File: src/rtl/cla_pipe_adder_pkg.sv
// cla_pipe_adder_pkg: shared defaults and types for the pipelined CLA adder.
// Holds default widths, the group count helper and the sign-bit bundle.
package cla_pipe_adder_pkg;

   localparam int NBIT_DEF  = 16;
   localparam int GBITS_DEF = 4;
   localparam int NSTAGE    = 3;

   // Operand sign bits carried down the pipe for the overflow flag
   typedef struct packed {
      logic am;
      logic bm;
   } sgn_t;

   function automatic int ngrp(input int nbit, input int gbits);
      return nbit / gbits;
   endfunction

endpackage

File: src/rtl/cla_pipe_adder_if.sv
// cla_pipe_adder_if: operand/result streaming bundle with valid/ready.
// master = producer+consumer side, slave = adder side.
interface cla_pipe_adder_if
   import cla_pipe_adder_pkg::*;
#(
   parameter int NBIT = NBIT_DEF
);

   logic            in_valid;
   logic            in_ready;
   logic [NBIT-1:0] a;
   logic [NBIT-1:0] b;
   logic            c_in;
   logic            op;
   logic            out_valid;
   logic            out_ready;
   logic [NBIT-1:0] sum;
   logic            c_out;
   logic            ovf;

   modport master (
      output in_valid, a, b, c_in, op, out_ready,
      input  in_ready, out_valid, sum, c_out, ovf
   );

   modport slave (
      input  in_valid, a, b, c_in, op, out_ready,
      output in_ready, out_valid, sum, c_out, ovf
   );

endinterface

File: src/rtl/cla_group_lookahead.sv
// cla_group_lookahead: combinational group generate/propagate.
// Ports: p, g (GBITS-wide per-bit terms) -> gg (group G), gp (group P).
module cla_group_lookahead #(
   parameter int GBITS = 4
) (
   input  logic [GBITS-1:0] p,
   input  logic [GBITS-1:0] g,
   output logic             gg,
   output logic             gp
);

   always_comb begin : c_grp
      gg = 1'b0;
      gp = 1'b1;
      for (int i = 0; i < GBITS; i++) begin
         gg = g[i] | (p[i] & gg);
         gp = gp & p[i];
      end
   end

endmodule

File: src/rtl/cla_pipe_adder.sv
// cla_pipe_adder: 3-stage pipelined carry-lookahead add/subtract.
// Ports: clk, rst (sync, active-high), bus (slave: a, b, c_in, op, sum, c_out, ovf, valid/ready).
module cla_pipe_adder
   import cla_pipe_adder_pkg::*;
#(
   parameter int NBIT  = NBIT_DEF,
   parameter int GBITS = GBITS_DEF
) (
   input  logic           clk,
   input  logic           rst,
   cla_pipe_adder_if.slave bus
);

   localparam int NGRP = ngrp(NBIT, GBITS);

   if (NBIT < 2 || GBITS < 1 || (NBIT % GBITS) != 0) begin : g_chk
      $error("cla_pipe_adder: GBITS must divide NBIT and NBIT >= 2");
   end

   logic            en;
   logic [NBIT-1:0] bx;
   logic            cx;

   // S1
   logic            v1;
   logic [NBIT-1:0] p1;
   logic [NBIT-1:0] g1;
   logic            cx1;
   sgn_t            s1;

   // S2
   logic [NGRP-1:0] gg;
   logic [NGRP-1:0] gp;
   logic [NGRP-1:0] gc;
   logic            v2;
   logic [NBIT-1:0] p2;
   logic [NBIT-1:0] g2;
   logic [NGRP-1:0] gc2;
   sgn_t            s2;

   // S3
   logic [NBIT-1:0] s3;
   logic            co3;
   logic            ov3;
   logic            v3;
   logic [NBIT-1:0] sum_q;
   logic            co_q;
   logic            ov_q;

   // Whole pipe moves together; bubbles stay in place
   assign en           = !v3 || bus.out_ready;
   assign bus.in_ready = en;

   assign bx = bus.op ? ~bus.b : bus.b;
   assign cx = bus.op | bus.c_in;

   for (genvar k = 0; k < NGRP; k++) begin : g_la
      cla_group_lookahead #(.GBITS(GBITS)) u_la (
         .p  (p1[k*GBITS +: GBITS]),
         .g  (g1[k*GBITS +: GBITS]),
         .gg (gg[k]),
         .gp (gp[k])
      );
   end

   // Group carry-ins rippled across groups from the pipe carry-in
   always_comb begin : c_gc
      logic c;
      c  = cx1;
      gc = '0;
      for (int i = 0; i < NGRP; i++) begin
         gc[i] = c;
         c     = gg[i] | (gp[i] & c);
      end
   end

   // Intra-group ripple restarted at each group boundary
   always_comb begin : c_sum
      logic cr;
      cr  = 1'b0;
      s3  = '0;
      for (int i = 0; i < NBIT; i++) begin
         if ((i % GBITS) == 0) cr = gc2[i / GBITS];
         s3[i] = p2[i] ^ cr;
         cr    = g2[i] | (p2[i] & cr);
      end
      co3 = cr;
      ov3 = (s2.am == s2.bm) && (s3[NBIT-1] != s2.am);
   end

   always_ff @(posedge clk) begin : r_s1
      if (rst) begin
         v1  <= 1'b0;
         p1  <= '0;
         g1  <= '0;
         cx1 <= 1'b0;
         s1  <= '0;
      end else if (en) begin
         v1  <= bus.in_valid;
         p1  <= bus.a ^ bx;
         g1  <= bus.a & bx;
         cx1 <= cx;
         s1  <= '{am: bus.a[NBIT-1], bm: bx[NBIT-1]};
      end
   end

   always_ff @(posedge clk) begin : r_s2
      if (rst) begin
         v2  <= 1'b0;
         p2  <= '0;
         g2  <= '0;
         gc2 <= '0;
         s2  <= '0;
      end else if (en) begin
         v2  <= v1;
         p2  <= p1;
         g2  <= g1;
         gc2 <= gc;
         s2  <= s1;
      end
   end

   always_ff @(posedge clk) begin : r_s3
      if (rst) begin
         v3    <= 1'b0;
         sum_q <= '0;
         co_q  <= 1'b0;
         ov_q  <= 1'b0;
      end else if (en) begin
         v3    <= v2;
         sum_q <= s3;
         co_q  <= co3;
         ov_q  <= ov3;
      end
   end

   assign bus.out_valid = v3;
   assign bus.sum       = sum_q;
   assign bus.c_out     = co_q;
   assign bus.ovf       = ov_q;

endmodule

File: src/flat_wrapper.sv
// flat-port wrapper written by rule: the top's interface ports become plain ports
module cla_pipe_adder_flat import cla_pipe_adder_pkg::*;
#(
   parameter int NBIT  = NBIT_DEF,
   parameter int GBITS = GBITS_DEF
)
  (clk, rst, bus_in_valid, bus_a, bus_b, bus_c_in, bus_op, bus_out_ready, bus_in_ready, bus_out_valid, bus_sum, bus_c_out, bus_ovf);
  cla_pipe_adder_if #(.NBIT(NBIT)) bus_i ();
  input  logic clk;
  input  logic rst;
  input wire logic [$bits(bus_i.in_valid)-1:0] bus_in_valid;
  input wire logic [$bits(bus_i.a)-1:0] bus_a;
  input wire logic [$bits(bus_i.b)-1:0] bus_b;
  input wire logic [$bits(bus_i.c_in)-1:0] bus_c_in;
  input wire logic [$bits(bus_i.op)-1:0] bus_op;
  input wire logic [$bits(bus_i.out_ready)-1:0] bus_out_ready;
  output wire logic [$bits(bus_i.in_ready)-1:0] bus_in_ready;
  output wire logic [$bits(bus_i.out_valid)-1:0] bus_out_valid;
  output wire logic [$bits(bus_i.sum)-1:0] bus_sum;
  output wire logic [$bits(bus_i.c_out)-1:0] bus_c_out;
  output wire logic [$bits(bus_i.ovf)-1:0] bus_ovf;
  assign bus_i.in_valid = bus_in_valid;
  assign bus_i.a = bus_a;
  assign bus_i.b = bus_b;
  assign bus_i.c_in = bus_c_in;
  assign bus_i.op = bus_op;
  assign bus_i.out_ready = bus_out_ready;
  assign bus_in_ready = bus_i.in_ready;
  assign bus_out_valid = bus_i.out_valid;
  assign bus_sum = bus_i.sum;
  assign bus_c_out = bus_i.c_out;
  assign bus_ovf = bus_i.ovf;
  cla_pipe_adder #(.NBIT(NBIT), .GBITS(GBITS)) u_core (.clk(clk), .rst(rst), .bus(bus_i));
endmodule
File: config.mk
export PLATFORM = sky130hd
export DESIGN_NAME = cla_pipe_adder_flat
export DESIGN_NICKNAME = d
export VERILOG_FILES = /design/src/rtl/cla_pipe_adder_pkg.sv /design/src/rtl/cla_pipe_adder_if.sv /design/src/rtl/cla_group_lookahead.sv /design/src/rtl/cla_pipe_adder.sv /design/src/flat_wrapper.sv
export SDC_FILE = /design/constraint.sdc
export NUM_CORES = 1
export LEC_CHECK = 0
export CORE_MARGIN = 4
export CORE_UTILIZATION = 56
export CTS_BUF_LIST = sky130_fd_sc_hd__clkbuf_8
export CTS_CLUSTER_SIZE = 8
export DETAILED_ROUTE_END_ITERATION = 8
export HOLD_SLACK_MARGIN = 0.05
export PLACE_DENSITY = 0.82
export SLEW_MARGIN = 20
export SYNTH_ARGS = -nofsm -noshare
export SYNTH_HDL_FRONTEND = slang
export SYNTH_SLANG_ARGS = --single-unit
File: constraint.sdc
create_clock -name clk -period 2.6 [get_ports clk]
set_input_delay 0.52 -clock clk [delete_from_list [all_inputs] [get_ports clk]]
set_output_delay 0.52 -clock clk [all_outputs]
set_load 0.02 [all_outputs]
==> results.txt <==
----------------------------------------------------
[Routing]
  Detailed-route via count ... 3144
  Violation count after the first detailed-routing iteration ... 184
  Ratio of routed vias to standard cells ... 5.08
  DRC violations left ... 0
  Detailed Route WL ... 7.49 mm
  Number of nets with antenna violations after detailed routing ... 0
  Per-cell routed wire length ... 12.1 um
  TritonRoute pass-1 iters ... 4

[Clock network]
  Deepest clock path buffer count ... 2
  Number of clock buffers inserted by TritonCTS ... 9
  Clock transition at the registers of the reported paths ... about 80 ps
  H-tree levels ... 3
  TritonCTS clock tree ... built
  Clock net sink count ... 91
  Worst skew pair latency ... 350 ps
  Cell at the root of the clock tree ... sky130_fd_sc_hd__clkbuf_8

[Power]
  Total power ... ~0.0029 W
  Worst IR Drop VDD ... 0.317 mV
  Leakage power of the design ... 1.91 nW
  Total power divided by cell area ... 611 mW/mm2

[Final layout]
  Final net count ... 585
  Filler Cell Count ... 590
  Area growth syn-to-layout ... 18.8%
  Number of diodes ... 0
  Commonest non-fill, non-tap cell in the layout ... sky130_fd_sc_hd__nand2_1
  Ratio of cells with drive above 1 in the final layout ... 6.69%
  Leading cell types in the layout, fill and taps excluded ... sky130_fd_sc_hd__nand2_1, sky130_fd_sc_hd__dfxtp_1, sky130_fd_sc_hd__a21oi_1
  Final instance area ... 0.00466 mm2

[Worst setup path]
  Slowest stage cell, crit path ... sky130_fd_sc_hd__dfxtp_1
  CP required ... approximately 2800 ps
  Critical Setup Path Class ... register to register
  Combined buffer and inverter count along the critical path ... 0
  Cell type group with the largest total delay on the critical path ... simple AND/OR/NAND/NOR gates
  Crit path largest cell delay ... 320 ps
  Cells along the critical path ... ha_1, or2_2, ha_1, or2_2, ha_1, or2_2, ha_4, nor2_1, a211oi_2, nor3_2
  Number of cells on the worst reg-to-reg path ... 10
  Arrival time at the worst endpoint ... 2690 ps
  Setup crit end kind ... register
  Critical Path Stages ... 10
  Crit Path Max Fanout ... 3
  Startpoint type of the worst setup path ... register

[STA]
  Aggregate negative setup slack ... 0 ps
  Slew @ Worst Pin ... 868 ps
  Number of pins exceeding their max-slew limit in the final report ... 0
  Highest clock rate ... 409 MHz
  Worst slew margin ... between 40% and 50%
  RSZ-0062 raised after global routing ... false
  Period utilisation layout ... 94.0%
  Number of endpoints with negative hold slack in the final report ... 0
  Setup violation total in the final timing report ... 0
  Clock period minus final worst setup slack ... about 2400 ps
  Post-Route Skew ... roughly 7 ps

[Outcome]
  Run status ... finished clean

[Floorplanning]
  Row count ... 30
  I/O pin cnt ... 58
  Floorplan die width ... approximately 90 um
  Die span in y ... 91.7 um
  Standard cell core area ... 0.00679 mm2
  Area of the die ... 0.00841 mm2
  Initial standard-cell utilization of the core ... 57.8%

[Place]
  GP Congestion ... 0.784
  Number of port buffers ... 57
  Detailed Place HPWL ... approximately 4.9 mm
  Cell area after placement ... between 0.004 and 0.005 mm2

[Logic synthesis]
  Gate count of the mapped netlist ... 477
  Number of distinct library cell variants in the gate-level netlist after synthesis ... 28
  Number of register bits inferred by synthesis ... 91
  Most area-consuming cells after synthesis ... sky130_fd_sc_hd__dfxtp_1, sky130_fd_sc_hd__nand2_1, sky130_fd_sc_hd__a21oi_1
  Sequential cell area fraction in the yosys report ... a little under half
  Cell type with the highest aggregate area in the netlist ... sky130_fd_sc_hd__dfxtp_1
  Average size of a mapped cell ... between 8 and 9 um2
  Yosys warnings ... 0
  Nets in the synthesized netlist ... 544
  Cell area after synthesis ... 0.00393 mm2
  Share of the synthesized area in the top cell type ... between 40% and 50%

[Global routing]
  Via count of the first global-routing pass ... 2974
  Initial antenna violation count ... 0
  Total global routing overflow ... 0
  Wire length of the first global-routing pass ... 12.9 mm
  GR Util All Layers ... 18.5%
  Largest net degree at the start of global routing ... a little over 90

[Hold path]
  Worst min-delay path category ... register to register
  Count of cells along the worst hold path ... 2

[Run]
  Max-cap viol count ... 0

----------------------------------------------------
==> flip-flops by register name, indices dropped and copies added (netlist names) <==
name / cells
u_core.bus.sum: 16
u_core.g1: 16
u_core.p1: 16
u_core.p2: 16
u_core.g2: 13
u_core.gc2: 4
u_core.s1: 2
u_core.s2: 2
u_core.bus.c_out: 1
u_core.bus.out_valid: 1
u_core.bus.ovf: 1
u_core.cx1: 1
u_core.v1: 1
u_core.v2: 1
==> per-stage QoR <==
stage	hold slack (ps)	setup slack [ps]	util, %	std cells
floorplan	427	224	-	477
global placement	434	145	65.6	603
detailed placement	445	128	65.6	603
CTS	454	114	68.4	619
global route	475	31.5	68.7	619
finish	452	155	68.7	619
==> final timing paths <==
kind	start	to	slack, ps
hold reg to reg	u_core.bus.sum[6]$_SDFFE_PP0P_	u_core.bus.sum[6]$_SDFFE_PP0P_	450
setup / recovery	u_core.gc2[3]$_SDFFE_PP0P_	u_core.bus.ovf$_SDFFE_PP0P_	150
hold / removal	u_core.bus.sum[6]$_SDFFE_PP0P_	u_core.bus.sum[6]$_SDFFE_PP0P_	450
setup reg to reg	u_core.gc2[3]$_SDFFE_PP0P_	u_core.bus.ovf$_SDFFE_PP0P_	150
==> tightest hold or removal path: stages (launching register included) <==
cell	delay [ps]
sky130_fd_sc_hd__dfxtp_1	310
sky130_fd_sc_hd__nand2_1	50
sky130_fd_sc_hd__a21oi_1	50
==> timing repair <==
action	4_1_cts	5_1_grt
buffers inserted	0	0
endpoints found under the setup margin	0	1
hold endpoints to repair	0	0
hold buffers	0	0
gates resized for setup	0	2
==> layout make-up <==
type	instances	area, um2	area share (%)
multi-input cells	351	1890	40.6
flip-flops and latches	91	1820	39.1
repair buffers	62	628	13.5
clock buffers	10	138	2.95
well taps	96	120	2.58
clock inverters	6	50.0	1.07
inverters	3	12.5	0.268
==> cells by family (layout without fill, tap and decap cells) <==
family	Yosys count	count (layout)	synth area share, %
compound gates	101	101	13.4
xor+xnor	16	16	3.57
fa+ha+maj	29	29	9.24
buf+inv	35	81	5.80
flops	91	91	46.4
simple gates	205	205	21.6
==> cells in the mapped netlist, drive strengths merged <==
| cell | count |
|---|---|
| nand2 | 166 |
| dfxtp | 91 |
| a21oi | 88 |
| ha | 29 |
| buf | 17 |
| xor2 | 16 |
| clkbuf | 15 |
| nor2 | 14 |
| or2 | 9 |
| nor3 | 7 |
| o21ai | 5 |
| a211oi | 3 |
| nand3 | 3 |
| or3 | 3 |
| inv | 2 |
| o211ai | 2 |
| a22oi | 1 |
| a41oi | 1 |
| clkinv | 1 |
| nand4 | 1 |
| nor2b | 1 |
| nor4 | 1 |
| o21bai | 1 |
==> per-layer routing <==
layer  GRT usage (%)  routed length (um)
met1            24.6                3750
met2            30.2                3300
met3            3.45                 356
met4            6.31                  92
met5               0                   0
==> report_power, final <==
group	switching [W]	internal (W)	leakage, nW	total [W]
logic	0.000195	0.000193	1.06	0.000388
registers	0.0000639	0.00149	0.748	0.00155
clock network	0.000455	0.000456	0.111	0.000911
total	0.000714	0.00214	1.91	0.00285
Note: power is estimated with default switching activity, not from simulation.
==> edit: new RTL, same flow settings <==
Set the package constant `NBIT_DEF` to 8 (it was 16).
--- a/src/rtl/cla_pipe_adder_pkg.sv
+++ b/src/rtl/cla_pipe_adder_pkg.sv
@@ -2,7 +2,7 @@
 // Holds default widths, the group count helper and the sign-bit bundle.
 package cla_pipe_adder_pkg;
 
-   localparam int NBIT_DEF  = 16;
+   localparam int NBIT_DEF  = 8;
    localparam int GBITS_DEF = 4;
    localparam int NSTAGE    = 3;
 
Interface: changed (resized bus_a, bus_b and bus_sum); port bits go from 58 to 34. The function was not compared with the original's and may differ.
==> edit against the unedited design <==
Area after synthesis decreased by 46%; sequential cell count decreased by 40; critical path depth unchanged; design area decreased by 45%; clock skew decreased by 0.0025 ns; worst setup slack got worse by 0.029 ns; die area decreased by 42%; routed wire length decreased by 46%; synthesized cell count decreased by 46%; non-clock buffer count decreased by 25; total power decreased by 47%; hold slack about the same; critical endpoint unchanged; highest routed layer unchanged.
==> edit: results (changes against the unedited design) <==
[global_routing]
grt_pass1_wl_microns = 6880  ; was 12900 microns
antenna_found_initial = 0  ; unchanged
track_usage_pct = 17.4  ; was 18.5%
grt_pass1_vias = 1666  ; was 2974
grt_max_degree = 53  ; was 92

[synthesis]
syn-num-nets = 295  ; was 544
ys_warn_count = 0  ; unchanged
synthTopCellsByArea = dfxtp_1, nand2_1, a21oi_1  ; unchanged
ys_seq_area_share_pct = 48.0  ; was 46.4%
synth.top_cells.by_count = nand2_1, dfxtp_1, a21oi_1  ; unchanged
yosysTopAreaCellShare_pct = 48.0  ; was 46.4%
ys_types = 23  ; was 28
synthArstFlopShare_pct = 0  ; unchanged

[clock_network]
cts_buffer_depth = 2  ; unchanged
htreeDepth = 2  ; was 3
postCtsSetupBuffers = 0  ; unchanged
clkLatencyLatePin_ns = 0.30  ; was 0.35 ns
cts-root-buf = clkbuf_8  ; unchanged
cts_buffers = 5  ; was 9
clk_pin_slew_worst_paths_ns = 0.08  ; about the same

[placement]
gp_congestion = 0.722  ; was 0.784
io_buffers = 33  ; was 57
hpwlAfterDp_microns = 2710  ; was 4940 microns
post-place-ws_ns = 0.0425  ; was 0.128 ns

[status]
status = completed  ; unchanged

[drt]
wl_per_cell_microns = 12.2  ; was 12.1 microns
drt_iter0_markers = 107  ; was 184
firstDrtPassIters = 5  ; was 4
viasPerCell = 5.12  ; was 5.08

[power]
ir_drop_v = 0.000359  ; was 0.000317 V
p_leak_nw = 1.05  ; was 1.91 nW

[critical_path]
critPathMaxFanout = 3  ; unchanged
cpMaxStageDelayCell = dfxtp_1  ; unchanged
cp_data_arrival_time_ns = 2.66  ; was 2.69 ns
slowest_delay_ns = 0.32  ; about the same
critPathTopFamily = simple AND/OR/NAND/NOR gates  ; unchanged

[finish]
finalNetCount = 321  ; was 585
fillers = 306  ; was 590
antennaDiodeCount = 0  ; unchanged
layout-drive-gt1-share_pct = 7.02  ; was 6.69%

[timing]
finClkSkew_ns = 0.00446  ; was 0.00697 ns
relSlewSlack_pct = 65.1  ; was 42.1%

[worst_hold_path]
hold_class = reg -> reg  ; unchanged

==> edit: cell count changes after synthesis, sizes merged, moves of 3 or more <==
cell	before	now
nand2	166	89
a21oi	88	45
dfxtp	91	51
ha	29	15
clkbuf	15	5
xor2	16	8
nor2	14	8
buf	17	13
o21ai	5	1
or2	9	5
a211oi	3	0
==> edit: path summary, 6_finish.rpt <==
path	startpoint	end	slack [ns]	cells past startpoint
worst max-delay path	u_core.gc2[1]$_SDFFE_PP0P_	u_core.bus.ovf$_SDFFE_PP0P_	0.13	10
worst min-delay path	u_core.bus.sum[0]$_SDFFE_PP0P_	u_core.bus.sum[0]$_SDFFE_PP0P_	0.45	2
worst max register to register	u_core.gc2[1]$_SDFFE_PP0P_	u_core.bus.ovf$_SDFFE_PP0P_	0.13	10
worst min register to register	u_core.bus.sum[0]$_SDFFE_PP0P_	u_core.bus.sum[0]$_SDFFE_PP0P_	0.45	2
==> edit: logic make-up (layout without fill, tap and decap cells) <==
kind of cell	after synthesis	in the layout	share of synthesized area [%]
buffers and inverters	19	46	5.23
adders and majority gates	15	15	8.82
and+or+nand+nor	114	114	21.6
DFF	51	51	48.0
xor gates and xnor gates	8	8	3.29
AOI/OAI and AO/OA	51	51	13.1
==> edit: layer usage <==
layer  global-route usage [%]  up-vias  wire (microns)
met5                        0        -               0
met4                     7.66        0              98
met3                     4.49       11             189
met2                     31.3       39            1940
met1                     19.2      761            1830
li1                         -      893               -
==> edit: metrics by stage <==
stage / instance area, sq um / utilization [%] / instances
floorplan: 2130 / - / 258
detailed placement: 2450 / 66.9 / 325
global route: 2550 / 69.6 / 333
finish: 2550 / 69.6 / 333
CTS: 2530 / 69.1 / 333
global placement: 2450 / 66.9 / 325
==> edit: worst register-to-register path: cells and delay by family (launching register included) <==
kind / cells / cell delay (ns)
flip-flops: 1 / 0.32
adder cells (fa/ha/maj): 4 / 0.85
AO/OA/AOI/OAI: 1 / 0.23
AND/OR/NAND/NOR: 5 / 0.96
==> edit: repair_timing <==
action                                  in CTS  in global routing
gates resized for setup                      0                  2
endpoints found under the setup margin       0                  1
hold endpoints to repair                     0                  0
hold buffers                                 0                  0
==> edit: power breakdown <==
part           total [W]  switching [W]  internal, W
clock network   0.000422       0.000240     0.000181
logic           0.000214       0.000104     0.000109
registers       0.000865      0.0000316     0.000833
total            0.00150       0.000377      0.00112
==> edit: layout make-up <==
type                       instances  area share (%)
clock inverter                     3           0.491
tap                               48            2.36
timing repair buffer              37            14.1
multi-input combinational        188            40.1
inverter                           1           0.196
clock buffer                       5            2.70
sequential                        51            40.1
